<file path="config.mk">
export PLATFORM = sky130hd
export DESIGN_NAME = id_ex_pipe_reg_flat
export DESIGN_NICKNAME = d
export VERILOG_FILES = /design/src/rtl/pipe_pkg.sv /design/src/rtl/id_ex_pipe_reg_if.sv /design/src/rtl/sat_counter16.sv /design/src/rtl/id_ex_pipe_reg.sv /design/src/flat_wrapper.sv
export SDC_FILE = /design/constraint.sdc
export NUM_CORES = 1
export LEC_CHECK = 0
export ABC_AREA = 1
export CAP_MARGIN = 20
export CELL_PAD_IN_SITES_DETAIL_PLACEMENT = 0
export CELL_PAD_IN_SITES_GLOBAL_PLACEMENT = 2
export CORE_ASPECT_RATIO = 2
export CORE_MARGIN = 2
export CORE_UTILIZATION = 22
export DETAILED_ROUTE_END_ITERATION = 7
export PLACE_DENSITY = 0.95
export SYNTH_ARGS = -nofsm -noshare
export SYNTH_HDL_FRONTEND = slang
export SYNTH_HIERARCHICAL = 1
export SYNTH_SLANG_ARGS = --single-unit
export TNS_END_PERCENT = 50
</file>
<file path="constraint.sdc">
create_clock -name clk_i -period 2.66 [get_ports clk_i]
set_clock_uncertainty 0.1 [all_clocks]
set_input_delay 0.798 -clock clk_i [delete_from_list [all_inputs] [get_ports clk_i]]
set_output_delay 0.798 -clock clk_i [all_outputs]
set_load 0.02 [all_outputs]
</file>
<file path="src/rtl/pipe_pkg.sv">
// Shared ID/EX pipeline definitions: control-bit positions, group widths, FSM states.
package pipe_pkg;

    localparam int WB_W  = 2;
    localparam int MEM_W = 2;
    localparam int EX_W  = 4;

    localparam int REGWRITE_BIT = 1;
    localparam int MEMTOREG_BIT = 0;
    localparam int MEMREAD_BIT  = 1;
    localparam int MEMWRITE_BIT = 0;
    localparam int REGDST_BIT   = 3;
    localparam int ALUOP_MSB    = 2;
    localparam int ALUOP_LSB    = 1;
    localparam int ALUSRC_BIT   = 0;

    typedef enum logic {
        IDLE = 1'b0,
        RUN  = 1'b1
    } state_t;

endpackage

</file>
<file path="src/rtl/id_ex_pipe_reg_if.sv">
// ID -> EX bundle: control groups, operands and register addresses in, registered copies out.
interface id_ex_pipe_reg_if #(
    parameter int DATA_W = 32,
    parameter int REG_AW = 5
);
    import pipe_pkg::*;

    logic [WB_W-1:0]   wb_i;
    logic [MEM_W-1:0]  mem_i;
    logic [EX_W-1:0]   ex_i;
    logic [DATA_W-1:0] rs_data_i;
    logic [DATA_W-1:0] rt_data_i;
    logic [DATA_W-1:0] imm_i;
    logic [DATA_W-1:0] pc_i;
    logic [REG_AW-1:0] rs_addr_i;
    logic [REG_AW-1:0] rt_addr_i;
    logic [REG_AW-1:0] rd_addr_i;

    logic [WB_W-1:0]   wb_o;
    logic [MEM_W-1:0]  mem_o;
    logic [EX_W-1:0]   ex_o;
    logic [DATA_W-1:0] rs_data_o;
    logic [DATA_W-1:0] rt_data_o;
    logic [DATA_W-1:0] imm_o;
    logic [DATA_W-1:0] pc_o;
    logic [REG_AW-1:0] rs_addr_o;
    logic [REG_AW-1:0] rt_addr_o;
    logic [REG_AW-1:0] rd_addr_o;
    logic              valid_o;
    logic [REG_AW-1:0] ld_rt_o;

    modport master (
        output wb_i, mem_i, ex_i,
        output rs_data_i, rt_data_i, imm_i, pc_i,
        output rs_addr_i, rt_addr_i, rd_addr_i,
        input  wb_o, mem_o, ex_o,
        input  rs_data_o, rt_data_o, imm_o, pc_o,
        input  rs_addr_o, rt_addr_o, rd_addr_o,
        input  valid_o, ld_rt_o
    );

    modport slave (
        input  wb_i, mem_i, ex_i,
        input  rs_data_i, rt_data_i, imm_i, pc_i,
        input  rs_addr_i, rt_addr_i, rd_addr_i,
        output wb_o, mem_o, ex_o,
        output rs_data_o, rt_data_o, imm_o, pc_o,
        output rs_addr_o, rt_addr_o, rd_addr_o,
        output valid_o, ld_rt_o
    );

endinterface

</file>
<file path="src/rtl/sat_counter16.sv">
// 16-bit event counter with synchronous clear that sticks at 16'hFFFF.
module sat_counter16 (
    input  logic        clk_i,
    input  logic        clr_i,
    input  logic        inc_i,
    output logic [15:0] cnt_o
);

    logic [15:0] r_cnt;
    logic        w_full;

    assign w_full = (r_cnt == 16'hFFFF);

    always_ff @(posedge clk_i) begin
        if (clr_i) begin
            r_cnt <= 16'h0000;
        end else if (inc_i && !w_full) begin
            r_cnt <= r_cnt + 16'd1;
        end
    end

    assign cnt_o = r_cnt;

endmodule

</file>
<file path="src/rtl/id_ex_pipe_reg.sv">
// ID/EX pipeline register with start gate, stall hold, bubble insert and load-target publish.
// Define ID_EX_PERF_CNT_EN to build the issue/bubble saturating counters.
module id_ex_pipe_reg
    import pipe_pkg::*;
#(
    parameter int DATA_W = 32,
    parameter int REG_AW = 5
) (
    input  logic             clk_i,
    input  logic             rst_i,
    input  logic             start_i,
    input  logic             hold_i,
    input  logic             bubble_i,
    id_ex_pipe_reg_if.slave  bus,
    output logic [15:0]      issue_cnt_o,
    output logic [15:0]      bubble_cnt_o
);

    state_t r_state;
    state_t w_state_nxt;
    logic   w_cap;
    logic   w_bub;

    logic [WB_W-1:0]   r_wb;
    logic [MEM_W-1:0]  r_mem;
    logic [EX_W-1:0]   r_ex;
    logic [DATA_W-1:0] r_rs_data;
    logic [DATA_W-1:0] r_rt_data;
    logic [DATA_W-1:0] r_imm;
    logic [DATA_W-1:0] r_pc;
    logic [REG_AW-1:0] r_rs_addr;
    logic [REG_AW-1:0] r_rt_addr;
    logic [REG_AW-1:0] r_rd_addr;
    logic              r_valid;

    always_ff @(posedge clk_i) begin
        if (rst_i) begin
            r_state <= IDLE;
        end else begin
            r_state <= w_state_nxt;
        end
    end

    always_comb begin
        w_state_nxt = r_state;
        unique case (r_state)
            IDLE:    if (start_i) w_state_nxt = RUN;
            RUN:     w_state_nxt = RUN;
            default: w_state_nxt = IDLE;
        endcase
    end

    // The start edge itself only arms the register; capture begins in RUN.
    always_comb begin
        w_cap = 1'b0;
        w_bub = 1'b0;
        unique case (r_state)
            RUN: begin
                w_bub = !hold_i && bubble_i;
                w_cap = !hold_i && !bubble_i;
            end
            default: begin
                w_cap = 1'b0;
                w_bub = 1'b0;
            end
        endcase
    end

    always_ff @(posedge clk_i) begin
        if (rst_i || w_bub) begin
            r_wb      <= '0;
            r_mem     <= '0;
            r_ex      <= '0;
            r_rs_data <= '0;
            r_rt_data <= '0;
            r_imm     <= '0;
            r_pc      <= '0;
            r_rs_addr <= '0;
            r_rt_addr <= '0;
            r_rd_addr <= '0;
            r_valid   <= 1'b0;
        end else if (w_cap) begin
            r_wb      <= bus.wb_i;
            r_mem     <= bus.mem_i;
            r_ex      <= bus.ex_i;
            r_rs_data <= bus.rs_data_i;
            r_rt_data <= bus.rt_data_i;
            r_imm     <= bus.imm_i;
            r_pc      <= bus.pc_i;
            r_rs_addr <= bus.rs_addr_i;
            r_rt_addr <= bus.rt_addr_i;
            r_rd_addr <= bus.rd_addr_i;
            r_valid   <= 1'b1;
        end
    end

    assign bus.wb_o      = r_wb;
    assign bus.mem_o     = r_mem;
    assign bus.ex_o      = r_ex;
    assign bus.rs_data_o = r_rs_data;
    assign bus.rt_data_o = r_rt_data;
    assign bus.imm_o     = r_imm;
    assign bus.pc_o      = r_pc;
    assign bus.rs_addr_o = r_rs_addr;
    assign bus.rt_addr_o = r_rt_addr;
    assign bus.rd_addr_o = r_rd_addr;
    assign bus.valid_o   = r_valid;

    // Hazard unit sees the load target from registered state only.
    assign bus.ld_rt_o = (r_valid && r_mem[MEMREAD_BIT]) ? r_rt_addr : '0;

`ifdef ID_EX_PERF_CNT_EN
    sat_counter16 u_issue_cnt (
        .clk_i (clk_i),
        .clr_i (rst_i),
        .inc_i (w_cap),
        .cnt_o (issue_cnt_o)
    );

    sat_counter16 u_bubble_cnt (
        .clk_i (clk_i),
        .clr_i (rst_i),
        .inc_i (w_bub),
        .cnt_o (bubble_cnt_o)
    );
`else
    assign issue_cnt_o  = 16'h0000;
    assign bubble_cnt_o = 16'h0000;
`endif

endmodule

</file>
<file path="src/flat_wrapper.sv">
// flat-port wrapper written by rule: the top's interface ports become plain ports
module id_ex_pipe_reg_flat import pipe_pkg::*;
#(
    parameter int DATA_W = 32,
    parameter int REG_AW = 5
)
  (clk_i, rst_i, start_i, hold_i, bubble_i, issue_cnt_o, bubble_cnt_o, bus_wb_i, bus_mem_i, bus_ex_i, bus_rs_data_i, bus_rt_data_i, bus_imm_i, bus_pc_i, bus_rs_addr_i, bus_rt_addr_i, bus_rd_addr_i, bus_wb_o, bus_mem_o, bus_ex_o, bus_rs_data_o, bus_rt_data_o, bus_imm_o, bus_pc_o, bus_rs_addr_o, bus_rt_addr_o, bus_rd_addr_o, bus_valid_o, bus_ld_rt_o);
  id_ex_pipe_reg_if #(.DATA_W(DATA_W), .REG_AW(REG_AW)) bus_i ();
  input  logic clk_i;
  input  logic rst_i;
  input  logic start_i;
  input  logic hold_i;
  input  logic bubble_i;
  output logic [15:0] issue_cnt_o;
  output logic [15:0] bubble_cnt_o;
  input wire logic [$bits(bus_i.wb_i)-1:0] bus_wb_i;
  input wire logic [$bits(bus_i.mem_i)-1:0] bus_mem_i;
  input wire logic [$bits(bus_i.ex_i)-1:0] bus_ex_i;
  input wire logic [$bits(bus_i.rs_data_i)-1:0] bus_rs_data_i;
  input wire logic [$bits(bus_i.rt_data_i)-1:0] bus_rt_data_i;
  input wire logic [$bits(bus_i.imm_i)-1:0] bus_imm_i;
  input wire logic [$bits(bus_i.pc_i)-1:0] bus_pc_i;
  input wire logic [$bits(bus_i.rs_addr_i)-1:0] bus_rs_addr_i;
  input wire logic [$bits(bus_i.rt_addr_i)-1:0] bus_rt_addr_i;
  input wire logic [$bits(bus_i.rd_addr_i)-1:0] bus_rd_addr_i;
  output wire logic [$bits(bus_i.wb_o)-1:0] bus_wb_o;
  output wire logic [$bits(bus_i.mem_o)-1:0] bus_mem_o;
  output wire logic [$bits(bus_i.ex_o)-1:0] bus_ex_o;
  output wire logic [$bits(bus_i.rs_data_o)-1:0] bus_rs_data_o;
  output wire logic [$bits(bus_i.rt_data_o)-1:0] bus_rt_data_o;
  output wire logic [$bits(bus_i.imm_o)-1:0] bus_imm_o;
  output wire logic [$bits(bus_i.pc_o)-1:0] bus_pc_o;
  output wire logic [$bits(bus_i.rs_addr_o)-1:0] bus_rs_addr_o;
  output wire logic [$bits(bus_i.rt_addr_o)-1:0] bus_rt_addr_o;
  output wire logic [$bits(bus_i.rd_addr_o)-1:0] bus_rd_addr_o;
  output wire logic [$bits(bus_i.valid_o)-1:0] bus_valid_o;
  output wire logic [$bits(bus_i.ld_rt_o)-1:0] bus_ld_rt_o;
  assign bus_i.wb_i = bus_wb_i;
  assign bus_i.mem_i = bus_mem_i;
  assign bus_i.ex_i = bus_ex_i;
  assign bus_i.rs_data_i = bus_rs_data_i;
  assign bus_i.rt_data_i = bus_rt_data_i;
  assign bus_i.imm_i = bus_imm_i;
  assign bus_i.pc_i = bus_pc_i;
  assign bus_i.rs_addr_i = bus_rs_addr_i;
  assign bus_i.rt_addr_i = bus_rt_addr_i;
  assign bus_i.rd_addr_i = bus_rd_addr_i;
  assign bus_wb_o = bus_i.wb_o;
  assign bus_mem_o = bus_i.mem_o;
  assign bus_ex_o = bus_i.ex_o;
  assign bus_rs_data_o = bus_i.rs_data_o;
  assign bus_rt_data_o = bus_i.rt_data_o;
  assign bus_imm_o = bus_i.imm_o;
  assign bus_pc_o = bus_i.pc_o;
  assign bus_rs_addr_o = bus_i.rs_addr_o;
  assign bus_rt_addr_o = bus_i.rt_addr_o;
  assign bus_rd_addr_o = bus_i.rd_addr_o;
  assign bus_valid_o = bus_i.valid_o;
  assign bus_ld_rt_o = bus_i.ld_rt_o;
  id_ex_pipe_reg #(.DATA_W(DATA_W), .REG_AW(REG_AW)) u_core (.clk_i(clk_i), .rst_i(rst_i), .start_i(start_i), .hold_i(hold_i), .bubble_i(bubble_i), .bus(bus_i), .issue_cnt_o(issue_cnt_o), .bubble_cnt_o(bubble_cnt_o));
endmodule
</file>
==> Word level (Yosys, flattened, before mapping) <==
Index checks and enable logic that the tools add are counted.
{ "classes": {"n_mux": 5, "n_bitwise": 1, "n_reduce_logical": 6} }
{ "ops": {"columns": ["op", "n"], "rows": [
  ["$mux 5", 1],
  ["$logic_and 1x1->1", 3],
  ["$mux 1", 3],
  ["$logic_not 1->1", 2],
  ["$pmux 1 s2", 1],
  ["$logic_or 1x1->1", 1],
  ["$not 1->1", 1]
]} }
{ "word_totals": {"regBits": 153, "input_bits": 156, "out_inout_bits": 189} }

==> Depth between registers and ports, before layout <==
{ "depth": {"depth_word": 4, "depth_mapped": 7} }

==> Worst setup path before layout <==
No wires, ideal clock.
{ "synth_timing": {"path_kind": "register -> output", "from": "register u_core.r_valid, in the netlist u_core/bus.valid_o", "to": "output bus_ld_rt_o[0]", "arrival_time_ns": 0.892, "required_ns": 1.762, "setup_slack_ns": 0.870, "stages_incl_launch_ff": 3, "cell_sequence": "dfxtp_1 -> nand2_1 -> nor2_1"} }
{ "synth_between": {"elab_chain_len": 2} }
{ "synth_rtl": {"columns": ["element", "line_no", "rtl"], "rows": [
  ["start: declaration", "id_ex_pipe_reg.sv:34", "logic r_valid;"],
  ["start signal: assignment", "id_ex_pipe_reg.sv:81", "r_valid <= 1'b0;"],
  ["start signal: assignment", "id_ex_pipe_reg.sv:93", "r_valid <= 1'b1;"],
  ["$logic_and 1x1->1", "id_ex_pipe_reg.sv:110", "assign bus.ld_rt_o = (r_valid && r_mem[MEMREAD_BIT]) ? r_rt_addr : '0;"],
  ["$mux 5", "id_ex_pipe_reg.sv:110", null],
  ["end: declaration", "flat_wrapper.sv:37", "output wire logic [$bits(bus_i.ld_rt_o)-1:0] bus_ld_rt_o;"]
]} }
No other way between the ends.

==> Worst setup path in the final report <==
{ "layout_timing": {"from": "register u_core.r_valid, in the netlist u_core/bus.valid_o", "to": "output bus_ld_rt_o[4]"} }
Same word-level chain as after synthesis.

==> flow_summary.ini <==
[run_status]
outcome = finished, final reports clean

[clock_tree]
root_buffer = clkbuf_16
cts_tree = built
cts_buffer_depth = 2
numCtsBuffers = 17
clkSlewWorstSetupHoldPaths_ns = 0.06
hold_buffers = 0
numClockSinks = 153
clock_latency_ns = 0.43
h-tree-depth = 4

[drt]
wl_mm = 23.9
dr.pass1.iters = 4
top_layer = met4
detail_route.drc_violations = 0
met2_length_mm = 12.9
drtIter0Drc = 268
viasPerCell = 4.04
routedWlPerCell_um = 14.2
wl_met1_mm = 8.73
vias = 6816
ant_nets = 0
wl_met3_mm = 1.50

[power]
vdd_drop_max_v = 0.000384
seqPwrFrac_pct = 39.6
power_frac_clock_pct = 40.7
internal_power_uw = 4620
pwr_density_cell_mw_per_mm2 = 592
power_switching_share_pct = 27.4
p_sw_uw = 1740
comb_power_share_pct = 19.6
leakage_uw = 0.00517

[timing]
tns_ns = 0
fin_crit_ns = 2.36
max_freq_mhz = 424
finalCritPeriodShare_pct = 88.7
rsz0062_at_grt = no
drv_slew = 0
hold_viol_final = 0
finalSetupViolations = 0

[global_route]
grt_pass1_wl_mm = 35.4
grt_pass1_vias = 6427
grt.total_usage_pct = 14.3
grt-ovfl-total = 0
antenna_found_initial = 0
grt_max_degree = 69

[synth]
yosys.cell_count.top_type = nor2_1
async_reset_ff_share_pct = 0
yosysSeqAreaShare_pct = 44.6
synth_common_cells = nor2_1, nand2_1, dfxtp_1
synth_top_area_share_pct = 44.6
ys_warn_count = 6
synth_cell_types = 16
netlist_area_sq_mm = 0.00687
synth_flop_cell = dfxtp_1
synth_top_area_cell = dfxtp_1
yosys-top-cells-area = dfxtp_1, nor2_1, nand3_1, nand2_1, inv_1
synth.avg_cell_area_sq_um = 6.71
ys_ff_latch = 153
synthCells = 1024
synth_edf_count = 0

[finish]
diodes = 0
syn_to_final_growth_pct = 56.6
n_fill_cell = 3281
fin_nets = 1459
drive_gt1_share_pct = 3.80
stdcell_area_sq_mm = 0.0108

[floorplan]
core_area_sq_mm = 0.0307
die_h_um = 254
start_util_pct = 22.3
pin_count = 345
rows = 91
dieArea_sq_mm = 0.0327
die_w_um = 129

[place]
io_buffers = 312
placed_area_sq_mm = 0.0101
dp_hpwl_mm = 16.8
place_congestion = 0.776

[setup_path]
cp.arrival_ns = 1.46
cp-end-kind = primary output
worstPathRequired_ns = 1.76
critical_path.top_delay_family = flip-flops
slowest_stage = dfxtp_1
cp_max_fo = 5
worstPathCellList = nand2_1 -> nor2_1 -> dlygate4sd2_1
start_kind = register
cpPeakStageDelay_ns = 0.37
worst-path-buf-inv = 1
critPathKind = register to primary output

[min_path]
min_path_type = register to register

[run]
cap_violations = 0
per-stage QoR:
stage | hold WS (ns) | setup slack [ns] | total power (uW) | util, % | std cells
after floorplan | 0.458 | 0.870 | 3210 | - | 1055
after global placement | 0.409 | 0.251 | 3820 | 33.0 | 1656
after detailed placement | 0.412 | 0.234 | 3830 | 33.0 | 1656
after CTS | 0.423 | 0.191 | 6480 | 35.0 | 1687
after global routing | 0.452 | 0.148 | 6650 | 35.0 | 1687
final | 0.422 | 0.300 | 6360 | 35.0 | 1687
repair_timing:
item / in CTS / in global routing
buffers inserted: 0 / 0
endpoints found under the setup margin: 5 / 0
gates resized for setup: 5 / 0
placed cells by master, fill, tap and decap left out:
| cell type | Yosys | final |
|---|---|---|
| inv_2 | 2 | 1 |
| nor2_1 | 310 | 310 |
| buf_12 | 0 | 11 |
| bufinv_16 | 0 | 3 |
| clkinv_2 | 0 | 3 |
| inv_6 | 0 | 1 |
| a21oi_1 | 1 | 1 |
| nand2_1 | 154 | 154 |
| inv_4 | 0 | 1 |
| clkbuf_8 | 0 | 4 |
| nand3_1 | 151 | 151 |
| clkdlybuf4s50_1 | 0 | 307 |
| conb_1 | 1 | 32 |
| nand2_4 | 1 | 2 |
| clkbuf_16 | 0 | 17 |
| dlygate4sd2_1 | 0 | 5 |
| clkinv_4 | 0 | 3 |
| dfxtp_1 | 153 | 153 |
| nand3_4 | 0 | 1 |
| inv_1 | 152 | 152 |
| buf_4 | 33 | 3 |
layer usage:
layer,global-route usage [%],vias to the layer above
met1,14.7,3008
met2,26.4,256
met5,0,-
met4,6.55,0
met3,3.89,36
li1,-,3516
state kept, by name, indices dropped and copies added, names as in the netlist:
name	count
u_core/bus.imm_o	32
u_core/bus.rd_addr_o	5
u_core/bus.rt_addr_o	5
u_core/bus.rs_addr_o	5
u_core/bus.rs_data_o	32
u_core/bus.mem_o	2
u_core/bus.wb_o	2
u_core/bus.ex_o	4
u_core/bus.valid_o	1
u_core/bus.rt_data_o	32
u_core/r_state	1
u_core/bus.pc_o	32
cell families (layout without fill, tap and decap cells):
kind of cell	count (synthesis)	after routing	share of synthesized area, %
simple gates	618	618	36.8
other cells	1	32	0.0546
buf+inv	251	511	18.5
compound gates	1	1	0.0728
flops	153	153	44.6
final cells by class:
| type | count | area [sq um] | area share [%] |
|---|---|---|---|
| inverters | 154 | 581 | 5.40 |
| well taps | 372 | 465 | 4.33 |
| flip-flops and latches | 153 | 3060 | 28.5 |
| repair buffers | 326 | 3360 | 31.2 |
| clock inverters | 10 | 140 | 1.30 |
| clock buffers | 21 | 480 | 4.47 |
| multi-input cells | 651 | 2660 | 24.8 |
path summary, 6_finish.rpt:
path	start	endpoint	slack [ns]	cells past startpoint
setup / recovery	u_core/bus.valid_o$_SDFFE_PP0P_	bus_ld_rt_o[4]	0.30	3
hold / removal	u_core/bus.rs_data_o[5]$_SDFFE_PP0P_	u_core/bus.rs_data_o[5]$_SDFFE_PP0P_	0.42	4
setup reg to reg	u_core/r_state$_SDFF_PP0_	u_core/bus.rt_data_o[24]$_SDFFE_PP0P_	1.06	4
hold reg to reg	u_core/bus.rs_data_o[5]$_SDFFE_PP0P_	u_core/bus.rs_data_o[5]$_SDFFE_PP0P_	0.42	4
worst reg2reg max path, delay by kind of cell (launching register included):
family                 cells  cell delay [ns]
AND/OR/NAND/NOR            3             0.53
flip-flops                 1             0.54
buffers and inverters      1             0.32
power groups by stage:
stage	logic (uW)	registers (uW)	clock network, uW
6_report	1250	2520	2590
3_5_place_dp	1260	2570	0
2_1_floorplan	468	2750	0
3_3_place_gp	1260	2570	0
5_1_grt	1360	2540	2760
4_1_cts	1270	2520	2700
Note: power is estimated with default switching activity, not from simulation.
